===== src/rtl/posit_pkg.sv =====
// posit_pkg: shared posit typedef, special-value helpers and result flag bit positions.
package posit_pkg;
    localparam int POSIT_N = 8;
    localparam int FLAG_NAR = 1;
    localparam int FLAG_ZERO = 0;
    typedef logic [POSIT_N-1:0] posit_t;
    function automatic logic [31:0] posit_nar(input int n);
        return 32'(1) << (n - 1);
    endfunction
    function automatic logic posit_is_zero(input logic [31:0] p);
        return p == '0;
    endfunction
    function automatic logic posit_is_nar(input logic [31:0] p, input int n);
        return p == posit_nar(n);
    endfunction
endpackage


===== src/rtl/posit_mult_feeder_if.sv =====
// posit_mult_feeder_if: operand A/B and result valid/ready streams of the posit multiplier feeder.
interface posit_mult_feeder_if #(parameter int N = 8);
    logic [N-1:0] a_data;
    logic         a_valid;
    logic         a_ready;
    logic [N-1:0] b_data;
    logic         b_valid;
    logic         b_ready;
    logic [N-1:0] res_data;
    logic [1:0]   res_flags;
    logic         res_valid;
    logic         res_ready;
    modport master (
        output a_data, a_valid, b_data, b_valid, res_ready,
        input  a_ready, b_ready, res_data, res_flags, res_valid
    );
    modport slave (
        input  a_data, a_valid, b_data, b_valid, res_ready,
        output a_ready, b_ready, res_data, res_flags, res_valid
    );
endinterface


===== src/rtl/posit_fifo.sv =====
// posit_fifo: DEPTH-entry operand FIFO with registered occupancy count and synchronous flush.
module posit_fifo #(
    parameter int N = 8,
    parameter int DEPTH = 4
) (
    input  logic         clk,
    input  logic         rst_n,
    input  logic         flush,
    input  logic         push,
    input  logic         pop,
    input  logic [N-1:0] wdata,
    output logic [N-1:0] rdata,
    output logic         full,
    output logic         empty
);
    localparam int AW = $clog2(DEPTH);
    localparam int CW = $clog2(DEPTH + 1);
    logic [N-1:0]  mem [DEPTH];
    logic [AW-1:0] wptr, rptr;
    logic [CW-1:0] count;
    logic          do_push, do_pop;
    assign full    = count == CW'(DEPTH);
    assign empty   = count == '0;
    assign do_push = push & !full;
    assign do_pop  = pop & !empty;
    assign rdata   = mem[rptr];
    // Pointers are exactly log2(DEPTH) bits, so they wrap modulo DEPTH for free.
    always_ff @(posedge clk or negedge rst_n) begin
        if (!rst_n) begin
            wptr  <= '0;
            rptr  <= '0;
            count <= '0;
        end else if (flush) begin
            wptr  <= '0;
            rptr  <= '0;
            count <= '0;
        end else begin
            if (do_push) wptr <= wptr + 1'b1;
            if (do_pop) rptr <= rptr + 1'b1;
            count <= count + CW'(do_push) - CW'(do_pop);
        end
    end
    always_ff @(posedge clk) begin
        if (do_push && !flush) mem[wptr] <= wdata;
    end
endmodule


===== src/rtl/posit_mult_feeder.sv =====
// posit_mult_feeder: pairs two posit operand streams onto a registered multiplier stage and a result stream.
// Define POSIT_FEEDER_SPECIAL_EN to force NaR/zero results from operand classification.
module posit_mult_feeder import posit_pkg::*; #(
    parameter int N = 8,
    parameter int ES = 4,
    parameter int DEPTH = 4
) (
    input  logic               clk,
    input  logic               rst_n,
    input  logic               flush,
    posit_mult_feeder_if.slave bus,
    output logic [N-1:0]       mult_in1,
    output logic [N-1:0]       mult_in2,
    input  logic [N-1:0]       mult_out,
    output logic [31:0]        op_count
);
    logic         a_full, a_empty, b_full, b_empty;
    logic         s1_v, s2_adv, s1_load, res_valid;
    logic [N-1:0] a_head, b_head, res_data, s2_data;
    logic [1:0]   res_flags, s2_flags;
    // ES only configures the external multiplier; nothing here depends on a valid value.
    if (ES < 0) begin : g_es_unused
    end
    posit_fifo #(.N(N), .DEPTH(DEPTH)) u_fifo_a (
        .clk, .rst_n, .flush, .push(bus.a_valid), .pop(s1_load), .wdata(bus.a_data),
        .rdata(a_head), .full(a_full), .empty(a_empty)
    );
    posit_fifo #(.N(N), .DEPTH(DEPTH)) u_fifo_b (
        .clk, .rst_n, .flush, .push(bus.b_valid), .pop(s1_load), .wdata(bus.b_data),
        .rdata(b_head), .full(b_full), .empty(b_empty)
    );
    assign bus.a_ready   = !a_full;
    assign bus.b_ready   = !b_full;
    assign bus.res_data  = res_data;
    assign bus.res_flags = res_flags;
    assign bus.res_valid = res_valid;
    assign s2_adv  = s1_v & (!res_valid | bus.res_ready);
    assign s1_load = !a_empty & !b_empty & (!s1_v | s2_adv);
`ifdef POSIT_FEEDER_SPECIAL_EN
    logic s1_nar, s1_zero;
    always_ff @(posedge clk or negedge rst_n) begin
        if (!rst_n) begin
            s1_nar  <= 1'b0;
            s1_zero <= 1'b0;
        end else if (s1_load) begin
            s1_nar  <= posit_is_nar(32'(a_head), N) | posit_is_nar(32'(b_head), N);
            s1_zero <= posit_is_zero(32'(a_head)) | posit_is_zero(32'(b_head));
        end
    end
    always_comb begin
        s2_flags = '0;
        s2_flags[FLAG_NAR] = s1_nar;
        s2_flags[FLAG_ZERO] = s1_zero & !s1_nar;
        s2_data = s1_nar ? N'(posit_nar(N)) : s1_zero ? '0 : mult_out;
    end
`else
    assign s2_data  = mult_out;
    assign s2_flags = 2'b00;
`endif
    always_ff @(posedge clk or negedge rst_n) begin
        if (!rst_n) begin
            s1_v      <= 1'b0;
            mult_in1  <= '0;
            mult_in2  <= '0;
            res_valid <= 1'b0;
            res_data  <= '0;
            res_flags <= '0;
            op_count  <= '0;
        end else if (flush) begin
            s1_v      <= 1'b0;
            res_valid <= 1'b0;
        end else begin
            if (s1_load) begin
                mult_in1 <= a_head;
                mult_in2 <= b_head;
            end
            s1_v <= s1_load | (s1_v & !s2_adv);
            if (s2_adv) begin
                res_data  <= s2_data;
                res_flags <= s2_flags;
            end
            res_valid <= s2_adv | (res_valid & !bus.res_ready);
            if (res_valid && bus.res_ready) op_count <= op_count + 32'd1;
        end
    end
endmodule


===== src/flat_wrapper.sv =====
// flat-port wrapper written by rule: the top's interface ports become plain ports
module posit_mult_feeder_flat import posit_pkg::*;
#(
    parameter int N = 8,
    parameter int ES = 4,
    parameter int DEPTH = 4
)
  (clk, rst_n, flush, mult_in1, mult_in2, mult_out, op_count, bus_a_data, bus_a_valid, bus_b_data, bus_b_valid, bus_res_ready, bus_a_ready, bus_b_ready, bus_res_data, bus_res_flags, bus_res_valid);
  posit_mult_feeder_if #(.N(N)) bus_i ();
  input  logic clk;
  input  logic rst_n;
  input  logic flush;
  output logic [N-1:0] mult_in1;
  output logic [N-1:0] mult_in2;
  input  logic [N-1:0] mult_out;
  output logic [31:0] op_count;
  input wire logic [$bits(bus_i.a_data)-1:0] bus_a_data;
  input wire logic [$bits(bus_i.a_valid)-1:0] bus_a_valid;
  input wire logic [$bits(bus_i.b_data)-1:0] bus_b_data;
  input wire logic [$bits(bus_i.b_valid)-1:0] bus_b_valid;
  input wire logic [$bits(bus_i.res_ready)-1:0] bus_res_ready;
  output wire logic [$bits(bus_i.a_ready)-1:0] bus_a_ready;
  output wire logic [$bits(bus_i.b_ready)-1:0] bus_b_ready;
  output wire logic [$bits(bus_i.res_data)-1:0] bus_res_data;
  output wire logic [$bits(bus_i.res_flags)-1:0] bus_res_flags;
  output wire logic [$bits(bus_i.res_valid)-1:0] bus_res_valid;
  assign bus_i.a_data = bus_a_data;
  assign bus_i.a_valid = bus_a_valid;
  assign bus_i.b_data = bus_b_data;
  assign bus_i.b_valid = bus_b_valid;
  assign bus_i.res_ready = bus_res_ready;
  assign bus_a_ready = bus_i.a_ready;
  assign bus_b_ready = bus_i.b_ready;
  assign bus_res_data = bus_i.res_data;
  assign bus_res_flags = bus_i.res_flags;
  assign bus_res_valid = bus_i.res_valid;
  posit_mult_feeder #(.N(N), .ES(ES), .DEPTH(DEPTH)) u_core (.clk(clk), .rst_n(rst_n), .flush(flush), .bus(bus_i), .mult_in1(mult_in1), .mult_in2(mult_in2), .mult_out(mult_out), .op_count(op_count));
endmodule

===== config.mk =====
export PLATFORM = sky130hd
export DESIGN_NAME = posit_mult_feeder_flat
export DESIGN_NICKNAME = d
export VERILOG_FILES = /design/src/rtl/posit_pkg.sv /design/src/rtl/posit_mult_feeder_if.sv /design/src/rtl/posit_fifo.sv /design/src/rtl/posit_mult_feeder.sv /design/src/flat_wrapper.sv
export SDC_FILE = /design/constraint.sdc
export NUM_CORES = 1
export LEC_CHECK = 0
export BUFFER_PORTS_ARGS = -buffer_cell sky130_fd_sc_hd__buf_2
export CAP_MARGIN = 10
export CORE_AREA = 4 4 141 143
export CTS_BUF_LIST = sky130_fd_sc_hd__clkbuf_4
export CTS_CLUSTER_DIAMETER = 150
export DETAILED_ROUTE_END_ITERATION = 10
export DIE_AREA = 0 0 145 147
export PLACE_DENSITY_LB_ADDON = 0.08
export SYNTH_ARGS = -nofsm -noshare
export SYNTH_HDL_FRONTEND = slang
export SYNTH_SLANG_ARGS = --single-unit
export TNS_END_PERCENT = 30

===== constraint.sdc =====
create_clock -name clk -period 7.1 [get_ports clk]
set_clock_uncertainty 0.05 [all_clocks]
set_input_delay 1.065 -clock clk [delete_from_list [all_inputs] [get_ports clk]]
set_output_delay 1.065 -clock clk [all_outputs]
set_load 0.01 [all_outputs]

# After elaboration in Yosys (flattened, before gate mapping)
# Memory sizes are Yosys's and may differ from the RTL's. A register that Yosys moved wholly into a read port is not among the register bits.
# Cells that the tools add are included.
# word_totals
register_bits	56
in_bits	30
mem_bits_rw	64
mem_count	2
output_inout_bits	61
word_cells	76
# memory_table
name	words	word_bits	read_ports	rd_clocked_by_memory_dff	write_ports	line	rtl
u_core.u_fifo_a.mem	4	8	1	1	1	posit_fifo.sv:18	logic [N-1:0] mem [DEPTH];
u_core.u_fifo_b.mem	4	8	1	1	1	posit_fifo.sv:18	
# op_classes
bitwise	14
n_reduce_logical	23
eq_ne	2
muxes	16
addsub	9
# op_table
operator	count
32-bit by 1-bit adder with 32-bit output (second input constant)	1
2-bit two-way mux	8
1-bit logical NOT	11
1-bit AND	9
2-bit by 1-bit adder with 2-bit output (second input constant)	4
2-bit nonzero test	4
3-bit by 1-bit adder with 3-bit output	2
3-bit equality test (second input constant)	2
3-bit logical NOT	2
1-bit two-way mux	6
3-bit two-way mux	2
2-bit AND reduction	3
3-bit by 1-bit subtractor with 3-bit output	2
1-bit bitwise OR	4
1-bit logical AND	3
1-bit inverter	1

# Depth between registers and ports, before layout
# logic_depth
depth_word	8
depth_mapped	11
depth_no_buf	10

# By module
# Synthesis repeated with hierarchy kept, for this count alone.
# hier_totals
hier_cells	380
hier_area_um2	5775.5
# by_module_without_submodules
module	cells_per_inst	area_each_um2	instances	seq_area_each_um2
posit_fifo	90	1619.1	2	1136.1
posit_mult_feeder	200	2537.4	1	1451.4

# Worst setup path after synthesis
# No wires, ideal clock.
# synth_path
kind	input to register
start	input bus_res_ready
end	register u_core.u_fifo_a.count[2]
cell_stages	11
t_arrival_ns	2.801
path_slack_ns	4.117
path_buffers	1
setup_ns	0.132
t_required_ns	6.918
path_cell_list	nand3b_1 > and3_4 > buf_6 > ha_1 > inv_1 > ha_1 > inv_1 > fa_1 > xor2_1 > xnor2_1 > nor2_1
# synth_via
elab_chain_len	7
# synth_lines
item	line	rtl
start, declared	flat_wrapper.sv:21	input wire logic [$bits(bus_i.res_ready)-1:0] bus_res_ready;
1-bit bitwise OR	posit_mult_feeder.sv:37	assign s2_adv = s1_v & (!res_valid | bus.res_ready);
1-bit AND	posit_mult_feeder.sv:37	
1-bit bitwise OR	posit_mult_feeder.sv:38	assign s1_load = !a_empty & !b_empty & (!s1_v | s2_adv);
1-bit AND	posit_mult_feeder.sv:38	
1-bit AND	posit_fifo.sv:25	assign do_pop = pop & !empty;
3-bit by 1-bit subtractor with 3-bit output	posit_fifo.sv:40	count <= count + CW'(do_push) - CW'(do_pop);
3-bit two-way mux	posit_fifo.sv:33	end else if (flush) begin
end signal, assigned	posit_fifo.sv:40	
end, declared	posit_fifo.sv:20	logic [CW-1:0] count;
# No other way between the ends.
# A chain may end at the register's enable or synchronous reset.

# Worst setup path after layout
# layout_path
start	register u_core.u_fifo_b.count[1]
end	output bus_b_ready
# layout_via
elab_chain_len	2
# layout_lines
item	line	rtl
start, declared	posit_fifo.sv:20	
start signal, assigned	posit_fifo.sv:40	
3-bit equality test	posit_fifo.sv:22	assign full = count == CW'(DEPTH);
1-bit logical NOT	posit_mult_feeder.sv:33	assign bus.b_ready = !b_full;
end, declared	flat_wrapper.sv:23	output wire logic [$bits(bus_i.b_ready)-1:0] bus_b_ready;
# No other way between the ends.

==> impl_metrics.xml <==
<?xml version="1.0" encoding="UTF-8"?>
<metrics>
  <group name="routing">
    <metric name="initialDrtViolationCount" unit="">156</metric>
    <metric name="routed_wl" unit="um">11260</metric>
    <metric name="detailed_routing_iterations_pass_1" unit="">4</metric>
    <metric name="dr_vias" unit="">3133</metric>
    <metric name="post-route-drc-count" unit="">0</metric>
    <metric name="via_per_inst" unit="">4.444</metric>
    <metric name="wire_length_per_cell_after_detailed_routing" unit="um">15.98</metric>
    <metric name="drt.antenna.violating_nets" unit="">0</metric>
  </group>
  <group name="logic_synthesis">
    <metric name="combinational_family_with_the_most_area_after_synthesis" unit="">multiplexers</metric>
    <metric name="synth.ff_latch_count" unit="">136</metric>
    <metric name="mappedNetlistArea" unit="um^2">5672</metric>
    <metric name="yosys_warnings" unit="">0</metric>
    <metric name="yosys.area_share.adder" unit="">0.03574</metric>
    <metric name="yosys-top-cells-area" unit="">edfxtp_1 (34%), dfrtp_1 (32%), mux4_2 (6.4%)</metric>
    <metric name="syn_area_per_cell" unit="um^2">15.75</metric>
    <metric name="synthMuxAreaShare" unit="">0.1198</metric>
    <metric name="post-synth-top-area-fraction" unit="">0.3388</metric>
    <metric name="synth-compound-area-share" unit="">0.002647</metric>
    <metric name="synth_sequential_area_ratio" unit="">0.6565</metric>
    <metric name="synth_area_leader_cell" unit="">edfxtp_1</metric>
    <metric name="post_synth_xor_area_fraction" unit="">0.06331</metric>
    <metric name="synth.lib_cells_used.distinct" unit="">35</metric>
    <metric name="post_synth_inst_count" unit="">360</metric>
    <metric name="synth-simple-area-share" unit="">0.1013</metric>
  </group>
  <group name="run_status">
    <metric name="status" unit="">finished clean</metric>
  </group>
  <group name="clock_network">
    <metric name="clockRootBuffer" unit="">clkbuf_4</metric>
    <metric name="hold_buffers_post_cts" unit="">0</metric>
    <metric name="cts_tree" unit="">yes</metric>
    <metric name="worst_setup_hold_path_clk_slew" unit="ns">0.11</metric>
    <metric name="cts_sinks" unit="">136</metric>
    <metric name="post_cts_buffers" unit="">0</metric>
    <metric name="insertion_delay" unit="ns">0.53</metric>
    <metric name="cts_inserted_buffers" unit="">17</metric>
    <metric name="cts-root-to-sink-buffers" unit="">2</metric>
    <metric name="post_cts_resize_count" unit="">0</metric>
    <metric name="ctsHtreeMaxLevel" unit="">4</metric>
  </group>
  <group name="sta">
    <metric name="timing_worst_slew_pin_value" unit="ns">0.9625</metric>
    <metric name="fin_crit_sh" unit="">0.3862</metric>
    <metric name="timing.hold.ws" unit="ns">0.4312</metric>
    <metric name="setup_viol" unit="">0</metric>
    <metric name="setup_total_negative_slack" unit="ns">0</metric>
    <metric name="report.final.slew_viol_count" unit="">0</metric>
    <metric name="maxSlewHeadroom" unit="">0.3583</metric>
    <metric name="hold_viol" unit="">0</metric>
    <metric name="final.min_clock_period" unit="ns">2.742</metric>
    <metric name="worst_slack" unit="ns">4.358</metric>
    <metric name="rsz0062_at_grt" unit="">false</metric>
    <metric name="clock.fmax" unit="GHz">0.3647</metric>
  </group>
  <group name="finish">
    <metric name="final_design_area_excluding_fillers" unit="um^2">6725</metric>
    <metric name="layout-area-overhead-vs-synth" unit="%">18.57</metric>
    <metric name="layout.core_utilization" unit="">0.3620</metric>
    <metric name="num-fill-cells" unit="">1801</metric>
    <metric name="final_net_count" unit="">502</metric>
    <metric name="final_layout_size_suffix_gt1_frac" unit="">0.3489</metric>
  </group>
  <group name="power">
    <metric name="power.density" unit="nW/um^2">322.9</metric>
    <metric name="power.share.combinational" unit="">0.227</metric>
    <metric name="share_clk_of_total_power" unit="">0.295</metric>
    <metric name="swShare" unit="">0.2745</metric>
    <metric name="power.leakage" unit="nW">2.783</metric>
    <metric name="max-vdd-ir-drop" unit="mV">0.1071</metric>
    <metric name="p_int" unit="mW">1.576</metric>
    <metric name="netSwitchingPower" unit="mW">0.5962</metric>
    <metric name="power_frac_seq" unit="">0.479</metric>
  </group>
  <group name="setup_path">
    <metric name="reg2reg_depth" unit="">10</metric>
    <metric name="timing_startpoint_of_the_critical_path" unit="">u_core.u_fifo_b.count[1]$_DFF_PN0_</metric>
    <metric name="worstPathMaxFanout" unit="">4</metric>
    <metric name="worst_setup_path_end_kind" unit="">primary output</metric>
    <metric name="critical_path.startpoint_type" unit="">flop</metric>
    <metric name="reg2reg_slack" unit="ns">4.58</metric>
    <metric name="arrival" unit="ns">1.63</metric>
    <metric name="timing_worst_setup_path_type" unit="">flop to primary output</metric>
    <metric name="cp-endpoint" unit="">bus_b_ready</metric>
    <metric name="worstPathRequired" unit="ns">5.98</metric>
    <metric name="reg2reg_from" unit="">u_core.u_fifo_a.count[1]$_DFF_PN0_</metric>
    <metric name="reg_to_reg_end" unit="">u_core.u_fifo_a.count[2]$_DFF_PN0_</metric>
  </group>
  <group name="die">
    <metric name="ports_placed_on_the_boundary" unit="">91</metric>
    <metric name="start_util" unit="">0.3053</metric>
    <metric name="dieWidth" unit="um">145</metric>
    <metric name="die_height" unit="um">147</metric>
    <metric name="core_area" unit="um^2">18580</metric>
    <metric name="std_cell_rows" unit="">50</metric>
    <metric name="die_area" unit="um^2">21320</metric>
  </group>
  <group name="place">
    <metric name="post_dp_cell_area" unit="um^2">6349</metric>
    <metric name="dpl.hpwl" unit="um">7382</metric>
    <metric name="place_ws" unit="ns">3.939</metric>
    <metric name="io_buffers" unit="">88</metric>
    <metric name="place.gp.congestion" unit="">0.7242</metric>
  </group>
  <group name="global_routing">
    <metric name="grt_antenna_before_repair" unit="">2</metric>
    <metric name="grt_remaining_overflow" unit="">0</metric>
    <metric name="vias_in_the_first_global_route" unit="">3304</metric>
    <metric name="grt_max_degree" unit="">73</metric>
    <metric name="globalRouteTotalUtil" unit="">0.1119</metric>
    <metric name="wire_length_of_the_first_global_routing_pass" unit="um">18400</metric>
  </group>
  <group name="min_path">
    <metric name="min-delay-path-class" unit="">flop to flop</metric>
  </group>
  <group name="run">
    <metric name="drv_cap" unit="">0</metric>
  </group>
</metrics>
-- power by group through the flow --
stage | Combinational, mW | Clock, mW | Sequential, mW
2_1_floorplan | 0.344 | 0 | 1.06
3_3_place_gp | 0.499 | 0 | 1.06
3_5_place_dp | 0.505 | 0 | 1.06
4_1_cts | 0.506 | 0.666 | 1.04
5_1_grt | 0.550 | 0.705 | 1.06
6_report | 0.493 | 0.640 | 1.04
-- per-layer routing --
metal	GRT usage	vias to the layer above	share of wire
met5	0	-	0.0012
met4	0.04418	2	0.014
met3	0.04565	15	0.062
met2	0.1629	82	0.44
met1	0.1495	1528	0.48
li1	-	1506	-
-- through the flow --
stage,power [mW],cells
after floorplan,1.401,361
after global placement,1.557,671
after detailed placement,1.563,671
after CTS,2.215,703
after global routing,2.315,705
final,2.172,705
-- layout make-up --
class	count	area, um^2	share of cell area
multi-input cells	203	1844	0.2742
flip-flops and latches	136	3724	0.5537
clock inverters	13	226.5	0.03367
clock buffers	19	142.6	0.02121
diodes	1	2.502	0.0003721
inverters	8	30.03	0.004465
well taps	234	292.8	0.04353
repair buffers	91	462.9	0.06884
-- worst min path at each step --
stage                                                from                              end  cells after the start
after global routing      u_core.op_count[31]$_DFFE_PN0P_  u_core.op_count[31]$_DFFE_PN0P_                      1
after floorplan                     u_core.s1_v$_DFF_PN0_   u_core.bus.res_valid$_DFF_PN0_                      2
after global placement     u_core.mult_in2[4]$_DFFE_PN0P_   u_core.mult_in2[4]$_DFFE_PN0P_                      1
after CTS                 u_core.op_count[31]$_DFFE_PN0P_  u_core.op_count[31]$_DFFE_PN0P_                      1
after detailed placement  u_core.op_count[31]$_DFFE_PN0P_  u_core.op_count[31]$_DFFE_PN0P_                      1
final                     u_core.op_count[31]$_DFFE_PN0P_  u_core.op_count[31]$_DFFE_PN0P_                      1
-- worst max-delay path: stages, from the launching register on --
cell and delay (ns):
dfrtp_1 0.44, or3b_2 0.50, buf_2 0.16
-- cells by family after synthesis --
family                   Yosys count
buffers and inverters             22
flip-flops                       136
AND/OR/NAND/NOR                  101
XOR/XNOR                          41
adder cells (fa/ha/maj)           15
other                              1
AO/OA/AOI/OAI                      3
multiplexers                      41
-- cell usage after synthesis --
cell type and count:
xnor2_1 33, buf_6 3, inv_1 8, edfxtp_1 64
mux2_2 9, buf_4 2, or3_4 2, nand4b_1 1
and4_1 3, nor2_1 19, and2_1 11, ha_1 13
and3_4 1, buf_1 1, mux2_1 6, a21oi_1 3
or3b_2 2, buf_2 1, nor2b_4 1, dfrtp_1 72
fa_1 2, nor4_1 2, nor2b_1 3, xor2_1 8
nand2_1 15, nand4_1 17, nor3b_2 1, clkbuf_1 7
nand3_1 12, mux4_2 16, nand3b_1 2, and3_1 6
mux2_4 10, conb_1 1, nor3_1 3
-- flip-flops by register name, summed over array words and instances (netlist names) --
name / count
u_core.u_fifo_b.mem: 32
u_core.mult_in2: 8
u_core.u_fifo_b.count: 3
u_core.s1_v: 1
u_core.u_fifo_b.rptr: 2
u_core.u_fifo_a.count: 3
u_core.u_fifo_a.mem: 32
u_core.u_fifo_b.wptr: 2
u_core.bus.res_valid: 1
u_core.bus.res_data: 8
u_core.u_fifo_a.wptr: 2
u_core.u_fifo_a.rptr: 2
u_core.mult_in1: 8
u_core.op_count: 32
-- cells in the final DEF (no fill, tap or decap), types with 2 or more instances in the layout --
master and instances:
a21oi_1 3, and2_1 11, and3_1 6, and4_1 3
buf_2 88, buf_4 3, bufinv_16 6, clkbuf_4 19
clkinv_1 2, clkinvlp_4 4, conb_1 2, dfrtp_1 72
edfxtp_1 64, fa_1 2, ha_1 13, inv_1 8
mux2_1 6, mux2_2 9, mux2_4 10, mux4_2 16
nand2_1 15, nand3_1 12, nand3b_1 2, nand4_1 17
nor2_1 19, nor2b_1 3, nor3_1 3, or3_4 2
or3b_2 2, xnor2_1 33, xor2_1 8
No activity file was read; power rests on OpenSTA's default activity.
